[src/rtl/reg_rd_pkg.sv]
// Shared definitions for the register-file read port: default geometry,
// response entry layout and the response buffer occupancy states.
package reg_rd_pkg;

  // Default geometry of the core register bank
  localparam int DEF_XLEN   = 32;
  localparam int DEF_NREG   = 32;
  localparam int DEF_AWIDTH = 5;

  // One buffered response: error flag above the data word
  typedef struct packed {
    logic                err;
    logic [DEF_XLEN-1:0] data;
  } rd_entry_t;

  localparam int ENTRY_W = $bits(rd_entry_t);

  // Occupancy of the 2-entry response buffer; the encoding doubles as the count
  typedef enum logic [1:0] {
    FIFO_EMPTY = 2'd0,
    FIFO_ONE   = 2'd1,
    FIFO_FULL  = 2'd2
  } fifo_state_t;

  // Width of a response entry for an arbitrary data width
  function automatic int entry_width(input int xlen);
    return xlen + 1;
  endfunction

endpackage

[src/rtl/reg_rd_fifo2.sv]
// Two-entry response buffer for the register read port. Wrapping 1-bit
// pointers, occupancy kept as an enum state. The head entry is always
// visible on 'head'; entries are not cleared on pop.
module reg_rd_fifo2
  import reg_rd_pkg::*;
#(
  parameter int WIDTH = ENTRY_W
) (
  input  logic             clk,
  input  logic             rst_n,
  input  logic             push,
  input  logic [WIDTH-1:0] push_entry,
  input  logic             pop,
  output logic [WIDTH-1:0] head,
  output logic             full,
  output logic             empty
);

  fifo_state_t      state_q;
  fifo_state_t      state_d;
  logic             wr_ptr;
  logic             rd_ptr;
  logic [WIDTH-1:0] mem [2];
  logic             push_ok;
  logic             pop_ok;

  assign full    = (state_q == FIFO_FULL);
  assign empty   = (state_q == FIFO_EMPTY);
  assign push_ok = push && !full;
  assign pop_ok  = pop && !empty;
  assign head    = mem[rd_ptr];

  // Occupancy register; reset empties the buffer immediately
  always_ff @(posedge clk or negedge rst_n) begin
    if (!rst_n) begin
      state_q <= FIFO_EMPTY;
    end else begin
      state_q <= state_d;
    end
  end

  // Next occupancy: a simultaneous push and pop leaves it unchanged
  always_comb begin
    state_d = state_q;
    case (state_q)
      FIFO_EMPTY: begin
        if (push_ok) state_d = FIFO_ONE;
      end
      FIFO_ONE: begin
        if (push_ok && !pop_ok)      state_d = FIFO_FULL;
        else if (!push_ok && pop_ok) state_d = FIFO_EMPTY;
      end
      FIFO_FULL: begin
        if (pop_ok && !push_ok) state_d = FIFO_ONE;
      end
      default: state_d = FIFO_EMPTY;
    endcase
  end

  // Pointers and storage; both pointers advance independently on push/pop
  always_ff @(posedge clk or negedge rst_n) begin
    if (!rst_n) begin
      wr_ptr <= 1'b0;
      rd_ptr <= 1'b0;
      mem[0] <= '0;
      mem[1] <= '0;
    end else begin
      if (push_ok) begin
        mem[wr_ptr] <= push_entry;
        wr_ptr      <= ~wr_ptr;
      end
      if (pop_ok) begin
        rd_ptr <= ~rd_ptr;
      end
    end
  end

endmodule

[src/rtl/reg_rd_port.sv]
// Read-side port of the core register bank. Accepts read requests over a
// valid/ready handshake, selects the addressed register (register 0 reads
// as zero, out-of-range addresses flag an error) and returns the result
// through a 2-entry buffer with one-cycle latency.
// Optional feature: define REG_RD_BYPASS_EN to forward a same-edge bank
// write to a read of the same register.
module reg_rd_port
  import reg_rd_pkg::*;
#(
  parameter int XLEN   = DEF_XLEN,
  parameter int NREG   = DEF_NREG,
  parameter int AWIDTH = DEF_AWIDTH
) (
  input  logic                 clk,
  input  logic                 rst_n,
  input  logic                 rd_req,
  input  logic [AWIDTH-1:0]    rd_addr,
  output logic                 rd_rdy,
  input  logic [XLEN*NREG-1:0] regs_flat,
  input  logic                 wenble,
  input  logic [AWIDTH-1:0]    waddr,
  input  logic [XLEN-1:0]      wdata,
  output logic                 rd_vld,
  output logic [XLEN-1:0]      rd_data,
  output logic                 rd_err,
  input  logic                 rd_ack
);

  localparam int EW = entry_width(XLEN);
  localparam logic [AWIDTH:0] NREG_EXT = (AWIDTH+1)'(NREG);

  logic            addr_illegal;
  logic            addr_zero;
  logic            bypass_hit;
  logic [XLEN-1:0] reg_val;
  logic [XLEN-1:0] sel_data;
  logic            sel_err;
  logic            accept;
  logic            fifo_full;
  logic            fifo_empty;
  logic [EW-1:0]   head;

  assign addr_illegal = ({1'b0, rd_addr} >= NREG_EXT);
  assign addr_zero    = (rd_addr == '0);

`ifdef REG_RD_BYPASS_EN
  assign bypass_hit = wenble && (waddr == rd_addr) && !addr_zero && !addr_illegal;
`else
  logic unused_snoop;
  assign bypass_hit   = 1'b0;
  assign unused_snoop = ^{wenble, waddr, wdata};
`endif

  // Pick the addressed register out of the flattened bank contents
  always_comb begin
    reg_val = '0;
    for (int i = 0; i < NREG; i++) begin
      if (rd_addr == AWIDTH'(i)) begin
        reg_val = regs_flat[i*XLEN +: XLEN];
      end
    end
  end

  // Response select: range error, hardwired zero, forwarded write, bank value
  always_comb begin
    sel_err  = 1'b0;
    sel_data = '0;
    if (addr_illegal) begin
      sel_err = 1'b1;
    end else if (addr_zero) begin
      sel_data = '0;
    end else if (bypass_hit) begin
      sel_data = wdata;
    end else begin
      sel_data = reg_val;
    end
  end

  assign accept = rd_req && rd_rdy;
  assign rd_rdy = !fifo_full;
  assign rd_vld = !fifo_empty;

  reg_rd_fifo2 #(
    .WIDTH(EW)
  ) u_fifo (
    .clk       (clk),
    .rst_n     (rst_n),
    .push      (accept),
    .push_entry({sel_err, sel_data}),
    .pop       (rd_ack),
    .head      (head),
    .full      (fifo_full),
    .empty     (fifo_empty)
  );

  assign rd_err  = head[EW-1];
  assign rd_data = head[XLEN-1:0];

endmodule

[config.mk]
export PLATFORM = sky130hd
export DESIGN_NAME = reg_rd_port
export DESIGN_NICKNAME = d
export VERILOG_FILES = /design/src/rtl/reg_rd_pkg.sv /design/src/rtl/reg_rd_fifo2.sv /design/src/rtl/reg_rd_port.sv
export SDC_FILE = /design/constraint.sdc
export NUM_CORES = 1
export LEC_CHECK = 0
export CAP_MARGIN = 20
export CORE_AREA = 3 3 428 430
export DETAILED_ROUTE_END_ITERATION = 16
export DIE_AREA = 0 0 431 433
export MAX_ROUTING_LAYER = met4
export REMOVE_ABC_BUFFERS = 1
export SLEW_MARGIN = 20
export SYNTH_ARGS = -nofsm -noshare
export SYNTH_HDL_FRONTEND = slang
export SYNTH_SLANG_ARGS = --single-unit
[constraint.sdc]
create_clock -name clk -period 4.02 [get_ports clk]
set_clock_uncertainty 0.2 [all_clocks]
set_input_delay 0.603 -clock clk [delete_from_list [all_inputs] [get_ports clk]]
set_output_delay 0.603 -clock clk [all_outputs]
set_load 0.01 [all_outputs]
==> results by group <==
Status
  – Outcome: finished clean

Global routing
  – Global Route met1 Usage: 0.283
  – Busiest grt layer: met2
  – Vias in the first global route: 21700
  – Met3 Use GR: 0.102
  – Overflow after GRT: 0
  – Largest net degree at the start of global routing: between 50 and 60
  – Initial antenna violation count: ~300
  – Met2 usage: 0.400
  – First-pass GRT wire length: a little under 300000 um
  – Global Route Usage Sum: 0.258

Setup path
  – Nature of the critical path endpoint: flip-flop
  – CP max stage cell: a2111oi_0
  – Worst endpoint required time: 4060 ps
  – CP most frequent cell: buf_4
  – Critical path arrival: 4050 ps
  – Critical path launch point type: input pin
  – Critical Path Fanout Max: 14
  – FF-to-FF setup slack: roughly 1700 ps
  – WS Path Type: input pin to flip-flop
  – Critical path cell sequence: buf_2 -> nor2b_4 -> buf_12 -> buf_4 -> and3_1 -> a2111oi_0 -> nand3_1 -> nor4_1 -> buf_4 -> o21a_1 -> o21ai_0
  – CP max stage delay: between 900 and 1000 ps

CTS
  – H-tree Lvls: 3
  – Clock buffer depth: 2
  – Clock transition at path regs: ~80 ps
  – CTS tree: done
  – PostCTS Resize Cnt: 0
  – Clk Latency, worst-skew pair: around 360 ps
  – CTS buffer count: 9
  – CTS sink cnt: between 60 and 70
  – Hold-fix buffers at CTS: 0
  – Root buf cell: clkbuf_16
  – Post-CTS setup buffer count: 0

Power and ir drop
  – Logic pwr share: 0.666
  – Reg power frac: 0.187
  – Internal power: roughly 3.7 mW
  – Pwr per Cell Area: 228 nW/um2
  – LEAKAGE: about 10 nW
  – P_sw: ~2.8 mW
  – VDD IR max: 0.000228 V
  – Switching portion of total power: 0.433
  – Clock power share: 0.147

Layout
  – Final-stage net count: approximately 4000
  – Final Non-Filler Cells: ~5500
  – Fraction of layout cells with a size suffix above 1: 0.171
  – P&R area growth vs syn: 143%

STA
  – Final TNS setup: 0 ps
  – Final min period: around 4000 ps
  – Final hold vios: 0
  – Fin crit share: 0.996
  – Final setup viols: 0
  – Slew Viols, Final: 0
  – Pin slew with the least headroom to its limit: around 1100 ps
  – RSZ-0062 raised after global routing: false
  – Fmax: 0.250 GHz
  – Slew HR: 0.281

Placed design
  – Dpl hpwl: 219000 um
  – Number of buffers added on ports: 1034
  – Final Wtd Congestion: 0.967
  – Placed cell count: roughly 5200

Synthesis
  – Synth Area per Inst: just over 7 um2
  – Ys flop type: dfrtp_1
  – Async SR Flop Fraction: 1.00
  – Top cells by count, synth: 167 x nand2_1, 148 x a22oi_1, 123 x o21ai_0
  – Cell count after synthesis: 1651
  – Distinct cells, synth: 93
  – Seq/Total Area, Yosys: 0.146
  – Count leader, synth: nand2_1
  – Mapped cell area: 11700 um2
  – Cell taking the most area after synthesis: dfrtp_1
  – Area fraction of the dominant cell type after synthesis: 0.146
  – Ranking of synthesized cells by area: dfrtp_1 15%, a22oi_1 9.5%, nand2_1 5.4%, o21ai_0 5.3%, a21oi_1 4.9%
  – FF+latch count, synth: between 60 and 70
  – YS warnings: 0
  – Post-synth EDFFs: 0

Die
  – Die W: ~430 um
  – Ports: 1106
  – Starting Density: 0.0648
  – Die area: 187000 um2
  – Core region area: 180000 um2
  – Row cnt: about 160
  – Die span in y: 433 um

Route
  – Total routed wirelength: approximately 250000 um
  – Remaining DRCs: 0
  – Vias/cell: 4.15
  – 1st-iter DRT viols: between 2000 and 2500
  – DR vias: ~23000
  – TritonRoute pass-1 iters: 6
  – Post-route antenna net violation count: 0
  – DR WL/cell: approximately 45 um

Job
  – Max-cap violations: 0

Hold path
  – Worst Hold Class: input pin to asynchronous set/reset pin
==> final timing paths <==
kind                                               startpoint                         end  cells after the start
min in group clk                   u_fifo.mem[26]$_DFFE_PN0P_  u_fifo.mem[26]$_DFFE_PN0P_                      2
worst min-delay path                                    rst_n  u_fifo.mem[38]$_DFFE_PN0P_                      1
worst min register to register     u_fifo.mem[26]$_DFFE_PN0P_  u_fifo.mem[26]$_DFFE_PN0P_                      2
worst max-delay path                               rd_addr[4]  u_fifo.mem[28]$_DFFE_PN0P_                     11
max in group asynchronous                               rst_n  u_fifo.mem[37]$_DFFE_PN0P_                      2
worst max register to register  u_fifo.state_q[0]$_DFFE_PN0P_  u_fifo.mem[21]$_DFFE_PN0P_                      6
==> stage by stage <==
step / setup WS (ps) / total power [mW] / cell area (um2) / utilization / hold slack (ps)
2_1_floorplan: 783 / 2.38 / 10800 / - / 107
3_3_place_gp: -204 / 5.51 / 27500 / 0.153 / 258
3_5_place_dp: -226 / 5.52 / 27500 / 0.153 / 263
4_1_cts: 165 / 6.51 / 27800 / 0.155 / 153
5_1_grt: 161 / 6.69 / 28300 / 0.157 / 177
6_report: 15.0 / 6.47 / 28400 / 0.157 / 128
==> metal layers <==
| layer | up-vias | wire [um] |
|---|---|---|
| met2 | 1552 | 112000 |
| met1 | 11400 | 92200 |
| li1 | 9341 | - |
| met5 | - | 0 |
| met4 | 0 | 15100 |
| met3 | 376 | 26300 |
==> power groups by stage <==
stage                     logic (mW)  registers [mW]  clock network, mW
after floorplan                 1.21            1.17                  0
after global placement          4.31            1.21                  0
after detailed placement        4.30            1.22                  0
after CTS                       4.32            1.21              0.982
after global routing            4.45            1.25              0.984
final                           4.31            1.21              0.951
==> area by class of cell <==
type                            count  area [um2]
Sequential cell                    68        1700
Antenna cell                      204         510
Timing Repair Buffer             1382       13600
Clock buffer                       10         229
Fill cell                       20500      152000
Inverter                            9        33.8
Clock inverter                      6        88.8
Multi-Input combinational cell   1407        9260
Tap cell                         2370        2970
==> worst max-delay path, delay by kind of cell <==
family / cells / cell delay (ps)
AND/OR/NAND/NOR: 4 / 1120
AO/OA/AOI/OAI: 3 / 1150
buffers and inverters: 4 / 1120
==> cell families after synthesis <==
family / Yosys count / share of synthesized area
buf+inv: 176 / 0.0747
fa+ha+maj: 2 / 0.00214
compound gates: 739 / 0.450
xor+xnor: 1 / 0.000751
other cells: 1 / 0.000321
flops: 68 / 0.146
mux: 54 / 0.0515
simple gates: 610 / 0.274
==> flip-flops by register name, summed over array words and instances (netlist names) <==
signal          flops
u_fifo.mem         64
u_fifo.rd_ptr       1
u_fifo.state_q      2
u_fifo.wr_ptr       1
==> cell usage in the layout, fill, tap and decap left out, types with 10 or more instances in the layout <==
master and count:
and3_1 79, a22o_1 28, a222oi_1 12, o21ai_0 123, nand3_1 63, buf_12 50, diode_2 204, nor2_2 12
a2bb2oi_1 13, a211oi_1 17, nor3_1 29, dfrtp_1 67, a211o_1 14, o31ai_1 18, nor4_1 16, a221o_1 14
or3_1 10, o21a_1 16, nor2b_1 11, nor2_1 95, a22oi_1 148, a2111oi_0 22, a31oi_1 18, nor2_4 19
o211ai_1 14, mux2_2 48, nand3b_1 11, o22ai_1 28, nand2_1 166, nand4_1 24, a221oi_1 38, nand2b_1 14
a21oi_1 115, a21o_1 13, buf_4 302, clkdlybuf4s50_1 1028
Note: power is estimated with default switching activity, not from simulation.
